### src/rtl/cordic_vector.sv
// Iterative vectoring-mode CORDIC: converts a Cartesian (x, y) pair into an
// unsigned magnitude and a 32-bit binary angle (atan2), one vector at a time.
module cordic_vector #(
    parameter int DATA_W = 16,
    parameter int ITER   = 16
) (
    input  logic                     clk,
    input  logic                     reset,
    input  logic                     in_valid,
    output logic                     in_ready,
    input  logic signed [DATA_W-1:0] x_in,
    input  logic signed [DATA_W-1:0] y_in,
    output logic                     out_valid,
    input  logic                     out_ready,
    output logic [DATA_W:0]          mag_out,
    output logic [31:0]              angle_out
);

    // Two guard bits absorb negation of the most-negative input plus the CORDIC gain.
    localparam int          W     = DATA_W + 2;
    localparam logic [15:0] INV_K = 16'h9B75;

    typedef enum logic [1:0] {IDLE, ROTATE, SCALE, DONE} state_t;

    state_t              r_state;
    logic signed [W-1:0] r_x;
    logic signed [W-1:0] r_y;
    logic [31:0]         r_z;
    logic [4:0]          r_iter;
    logic                r_zero;

    logic signed [W-1:0] w_xExt;
    logic signed [W-1:0] w_yExt;
    logic signed [W-1:0] w_xShift;
    logic signed [W-1:0] w_yShift;
    logic [31:0]         w_atan;
    logic [W+14:0]       w_prod;

    function automatic logic [31:0] atanLut(input logic [4:0] idx);
        case (idx)
            5'd0:    atanLut = 32'h20000000;
            5'd1:    atanLut = 32'h12E4051E;
            5'd2:    atanLut = 32'h09FB385B;
            5'd3:    atanLut = 32'h051111D4;
            5'd4:    atanLut = 32'h028B0D43;
            5'd5:    atanLut = 32'h0145D7E1;
            5'd6:    atanLut = 32'h00A2F61E;
            5'd7:    atanLut = 32'h00517C55;
            5'd8:    atanLut = 32'h0028BE53;
            5'd9:    atanLut = 32'h00145F2F;
            5'd10:   atanLut = 32'h000A2F98;
            5'd11:   atanLut = 32'h000517CC;
            5'd12:   atanLut = 32'h00028BE6;
            5'd13:   atanLut = 32'h000145F3;
            5'd14:   atanLut = 32'h0000A2FA;
            5'd15:   atanLut = 32'h0000517D;
            default: atanLut = 32'h00000000;
        endcase
    endfunction

    assign w_xExt   = {{2{x_in[DATA_W-1]}}, x_in};
    assign w_yExt   = {{2{y_in[DATA_W-1]}}, y_in};
    assign w_xShift = r_x >>> r_iter;
    assign w_yShift = r_y >>> r_iter;
    assign w_atan   = atanLut(r_iter);
    // The final x is never negative, so its sign bit is dropped before scaling by 1/K.
    assign w_prod   = {{16{1'b0}}, r_x[W-2:0]} * {{(W-1){1'b0}}, INV_K};

    assign in_ready  = (r_state == IDLE);
    assign out_valid = (r_state == DONE);

    always_ff @(posedge clk or negedge reset) begin
        if (!reset) begin
            r_state   <= IDLE;
            r_x       <= '0;
            r_y       <= '0;
            r_z       <= '0;
            r_iter    <= '0;
            r_zero    <= 1'b0;
            mag_out   <= '0;
            angle_out <= '0;
        end else begin
            case (r_state)
                IDLE: begin
                    if (in_valid) begin
                        // Left half-plane vectors are pre-rotated by 180 degrees.
                        if (x_in[DATA_W-1]) begin
                            r_x <= -w_xExt;
                            r_y <= -w_yExt;
                            r_z <= 32'h80000000;
                        end else begin
                            r_x <= w_xExt;
                            r_y <= w_yExt;
                            r_z <= 32'h00000000;
                        end
                        r_zero  <= (x_in == '0) && (y_in == '0);
                        r_iter  <= '0;
                        r_state <= ROTATE;
                    end
                end
                ROTATE: begin
                    if (!r_y[W-1]) begin
                        r_x <= r_x + w_yShift;
                        r_y <= r_y - w_xShift;
                        r_z <= r_z + w_atan;
                    end else begin
                        r_x <= r_x - w_yShift;
                        r_y <= r_y + w_xShift;
                        r_z <= r_z - w_atan;
                    end
                    if (r_iter == 5'(ITER - 1)) begin
                        r_state <= SCALE;
                    end else begin
                        r_iter <= r_iter + 5'd1;
                    end
                end
                SCALE: begin
                    // A zero vector has no defined angle; force a clean all-zero result.
                    if (r_zero) begin
                        mag_out   <= '0;
                        angle_out <= '0;
                    end else begin
                        mag_out   <= w_prod[W+14:16];
                        angle_out <= r_z;
                    end
                    r_state <= DONE;
                end
                DONE: begin
                    if (out_ready) begin
                        r_state <= IDLE;
                    end
                end
                default: r_state <= IDLE;
            endcase
        end
    end

endmodule

### config.mk
export PLATFORM = sky130hd
export DESIGN_NAME = cordic_vector
export DESIGN_NICKNAME = d
export VERILOG_FILES = /design/src/rtl/cordic_vector.sv
export SDC_FILE = /design/constraint.sdc
export NUM_CORES = 1
export LEC_CHECK = 0
export ABC_AREA = 1
export BUFFER_PORTS_ARGS = -buffer_cell sky130_fd_sc_hd__buf_2
export CAP_MARGIN = 20
export CORE_ASPECT_RATIO = 0.9
export CORE_MARGIN = 2
export CORE_UTILIZATION = 34
export CTS_CLUSTER_DIAMETER = 120
export DETAILED_ROUTE_END_ITERATION = 12
export GPL_ROUTABILITY_DRIVEN = 0
export PLACE_DENSITY = 0.59
export SLEW_MARGIN = 20
export SYNTH_ARGS = -nofsm -noshare
export SYNTH_HDL_FRONTEND = slang
export SYNTH_SLANG_ARGS = --single-unit
### constraint.sdc
create_clock -name clk -period 10.6 [get_ports clk]
set_input_delay 2.12 -clock clk [delete_from_list [all_inputs] [get_ports clk]]
set_output_delay 2.12 -clock clk [all_outputs]
set_load 0.1 [all_outputs]
Word-level counts from Yosys, hierarchy flattened
Memories as Yosys holds them, arrays and structs flattened.
Index checks and enable logic that the tools add are counted.
- bits in registers: 125
- bits in latches: 0
- RAM bits: 0
- ROM bits: 480
- bits of input ports: 36
- output and inout port bits: 51
- logic and storage cells: 60
- memories kept: 1
- $add $sub $neg: 9
- multiply operators: 1
- div/mod/pow operators: 0
- $lt $le $gt $ge: 0
- equal/unequal tests: 8
- shift-type cells: 2
- mux-type cells: 22
- bitwise logic cells: 0
- reduce and logical (&&, ||, !) cells: 9
- memories (memory ; words ; bits a word ; read ports ; clocked after memory_dff ; wr ports ; line ; source):
    (no name shown) ; 16 ; 30 ; 1 ; 0 ; 0 ; 40 ; case (idx)
- operator list (kind ; count):
    2-to-1 mux 32 bit ; 5
    2-to-1 mux 18 bit ; 6
    one-hot mux 18 bit (2 select lines) ; 2
    one-hot mux 32 bit (2 select lines) ; 1
    adder 18 bit ; 2
    negation 16 -> 18 bit ; 2
    >>> shifter 18 x 5 -> 18 bit ; 2
    subtractor 18 bit ; 2
    multiplier 17 x 16 -> 33 bit (second input constant) ; 1
    adder 32 bit ; 1
    logical NOT 16 bit ; 2
    subtractor 32 bit ; 1
    2-to-1 mux 17 bit ; 1
    2-to-1 mux 5 bit ; 2
    one-hot mux 5 bit (2 select lines) ; 1
    one-hot mux 2 bit (4 select lines) ; 1
    2-to-1 mux 2 bit ; 3
    inequality test 2 bit (second input constant) ; 3
    AND reduction 3 bit ; 2
    adder 5 x 1 -> 5 bit (second input constant) ; 1
    equality test 5 x 4 -> 1 bit (second input constant) ; 1
    equality test 2 bit (second input constant) ; 2
    AND reduction 2 bit ; 2
    equality test 2 x 1 -> 1 bit (second input constant) ; 1
    4 further kinds ; 4

Logic depth before layout (Yosys ltp)
An unclocked memory read counts as a cell.
- word-level depth: 5
- mapped depth: 32
- gate-level depth less buffers: 30

Worst setup path after synthesis
No wires, ideal clock.
- kind: reg-to-reg
- start: register r_x[6]
- end: register mag_out[13]
- library setup time: 0.123 ns
- data arrival time: 5.227 ns
- required time: 10.477 ns
- setup slack: 5.250 ns
- stages on the path, launching flop included: 26
- buffers on the path: 0
- period minus slack after synthesis: 5.350 ns
- cells stage by stage: dfrtp_1 > inv_1 > fa_1 > fa_1 > inv_1 > fa_1 > inv_1 > fa_1 > inv_1 > fa_1 > inv_1 > fa_1 > inv_1 > ha_1 > a21oi_1 > o21ai_0 > a21oi_1 > o21ai_0 > nand2_1 > nand2_1 > a21oi_1 > inv_1 > nand3_1 > nand2_1 > o21ai_0 > nand2_1
- longest elaborated chain between the ends: 2
- ends and longest elaborated chain (element ; line ; source):
    start, declared ; 26 ; logic signed [W-1:0] r_x;
    start signal, assigned ; 88 ; r_x <= -w_xExt;
    start signal, assigned ; 92 ; r_x <= w_xExt;
    start signal, assigned ; 103 ; r_x <= r_x + w_yShift;
    multiplier 17 x 16 -> 33 bit ; 67 ; assign w_prod = {{16{1'b0}}, r_x[W-2:0]} * {{(W-1){1'b0}}, INV_K};
    2-to-1 mux 17 bit ; 119 ; if (r_zero) begin
    end signal, assigned ; 123 ; mag_out <= w_prod[W+14:16];
    end, declared ; 15 ; output logic [DATA_W:0] mag_out,
Every way passes these cells.
A chain may end at the register's enable or synchronous reset.

Final worst setup path
- start: register r_x[6]
- end: register mag_out[12]
Same word-level chain as after synthesis.

==> results.json <==
{
  "seqCellArea_mm2": 0.00313,
  "nets": 2980,
  "slew_viol_final": 0,
  "end_kind": "flop",
  "grt_max_degree": 77,
  "holdBufCountCts": 0,
  "nFillCells": 5563,
  "grt_pass1_wl_um": 88800,
  "worstPathArrival_ns": 6.46,
  "dieHeight_um": 223,
  "antenna_found_initial": 0,
  "overflow": 0,
  "multi_input_area_mm2": 0.0129,
  "synth_seq_area_share_pct": 17.3,
  "startpoint_type": "flop",
  "synth_largest_area_cell": "dfrtp_1",
  "grt.total_usage_pct": 20.1,
  "rows": 80,
  "slowest_delay_ns": 0.67,
  "die_area_mm2": 0.0549,
  "syn_inst": 2583,
  "cp.buffers_inverters": 6,
  "wirelength_um": 54200,
  "fin_tns_setup_ns": 0,
  "yosys_warnings": 0,
  "synth_area_leaders": "dfrtp_1, ha_1, fa_1",
  "cp_top_family": "adder cells",
  "core-area_mm2": 0.0528,
  "dr.pass1.iters": 6,
  "hold_violations": 0,
  "drc": 0,
  "holdCritPathClass": "flop to flop",
  "synthFlopType": "dfrtp_1",
  "grt_pass1_vias": 16939,
  "drive_gt1_share_pct": 7.44,
  "fin_area_mm2": 0.0196,
  "fmax_mhz": 163,
  "ant_nets": 0,
  "routed_via_density": 5.15,
  "cts.sinks": 125,
  "numCtsBuffers": 17,
  "tightest_slew_ns": 1.08,
  "cp_cell_sequence": "inv_1 -> fa_1 -> fa_1 -> inv_1 -> fa_1 -> inv_1 -> fa_1 -> inv_1 -> fa_1 -> inv_1 -> fa_1 -> inv_1 -> ha_1 -> nand2_1 -> nor2_1 -> nand2_1 -> o21ai_0 -> a21o_1 -> a21o_1 -> nand2_1 -> nand2_1 -> o21ai_0",
  "ys_ff_latch": 125,
  "required_ns": 10.93,
  "path_class": "flop to flop",
  "synth_cell_types": 62,
  "dpl-instance-area_mm2": 0.0190,
  "io-pin-count": 87,
  "synth.net_count": 2940,
  "setup_violations": 0,
  "relSlewSlack_pct": 28.0,
  "outcome": "finished clean",
  "start_util_pct": 34.2,
  "pre_cts_ws_ns": 4.53,
  "wire_per_inst_um": 16.3,
  "rsz0062_at_grt": "false",
  "drv_cap": 0,
  "slowest_stage": "dfrtp_1",
  "post-route-period-util_pct": 57.8,
  "cts-root-buf": "clkbuf_16",
  "vias": 17155,
  "die_w_um": 247,
  "n_antenna_cell": 0,
  "cts.path.max_buffers": 2,
  "syn_area_per_cell_um2": 6.98,
  "portBuffers": 86,
  "fin_skew_ns": 0.0192,
  "cts-htree-levels": 4,
  "yosysMostFrequentCell": "nand2_1",
  "final.min_clock_period_ns": 6.13,
  "cts.clk_slew.worst_paths_ns": 0.06,
  "drtIter0Drc": 1316,
  "cts_tree": "done",
  "netlist.area_leader.share_pct": 17.3,
  "synth_async_sr_flop_share_pct": 100,
  "synth_edf_count": 0,
  "syn_to_final_growth_pct": 8.74,
  "syn_area_mm2": 0.0180,
  "fin_ws_ns": 4.47,
  "hpwl_um": 42400,
  "hold_ws_ns": 0.473,
  "worst-path-max-fanout": 9,
  "clk-insertion-delay-late_ns": 0.46,
  "cts_setup_buffers": 0,
  "yosys-top-cells-count": "nand2_1, inv_1, o21ai_0",
  "ctsResizeCount": 0
}
[cell usage in the layout (no fill, tap or decap), types with 12 or more instances in the layout]
cell type  count
a31oi_1       30
o22ai_1       17
nand3_1      179
dfrtp_1      125
ha_1         208
nand4_1       17
buf_2         85
nand2_1      539
buf_4         14
o211ai_1      14
a21o_1        12
inv_1        416
xnor2_1       24
fa_1         113
clkbuf_16     17
nand3_2       12
o21ai_0      212
xor2_1        36
nor3_1        31
nor2_1       194
a21oi_1      193
[per-layer routing]
layer / GRT usage [%] / part of all wire [%]
met2: 32.1 / 44
met4: 4.72 / 1.4
met3: 2.56 / 5.3
met5: 0 / 0
met1: 28.9 / 49
[state kept, by name, indices dropped and copies added, names as in the netlist]
name / cells
r_iter: 5
r_zero: 1
mag_out: 17
r_state: 2
r_x: 18
r_y: 18
r_z: 32
angle_out: 32
[per-stage QoR]
| step | util (%) | instances |
|---|---|---|
| floorplan | - | 2583 |
| global placement | 36.1 | 3301 |
| detailed placement | 36.1 | 3301 |
| CTS | 37.2 | 3333 |
| global route | 37.2 | 3333 |
| finish | 37.2 | 3333 |
[worst paths after layout]
check | start | endpoint | slack [ns] | cells past startpoint
max | r_x[6]$_DFFE_PN0P_ | mag_out[12]$_DFFE_PN0P_ | 4.47 | 22
max reg2reg | r_x[6]$_DFFE_PN0P_ | mag_out[12]$_DFFE_PN0P_ | 4.47 | 22
min | mag_out[4]$_DFFE_PN0P_ | mag_out[4]$_DFFE_PN0P_ | 0.47 | 2
min in group asynchronous | reset | angle_out[2]$_DFFE_PN0P_ | 1.63 | 1
max in group asynchronous | reset | r_x[10]$_DFFE_PN0P_ | 7.63 | 2
min reg2reg | mag_out[4]$_DFFE_PN0P_ | mag_out[4]$_DFFE_PN0P_ | 0.47 | 2
[tightest hold or removal path, stage by stage, from the launching register on]
cell	delay (ns)
dfrtp_1	0.34
nand2_1	0.05
nand2_1	0.05
[final cells by class]
class	count	area share, %
clock buffer	18	2.19
clock inverter	14	0.746
inverter	431	8.29
multi-input combinational	1948	65.6
sequential	125	15.9
tap	697	4.45
timing repair buffer	100	2.76
[cell families (layout without fill, tap and decap cells)]
logic type,Yosys count,in the layout,synth area share [%]
buf+inv,510,563,11.4
mux,3,3,0.173
xor+xnor,60,60,2.91
flops,125,125,17.3
simple gates,1013,1013,24.1
compound gates,551,551,17.1
fa+ha+maj,321,321,27.0
Power is not shown: default switching activity piles up to over one toggle a cycle in this logic, so the estimate is an artifact.
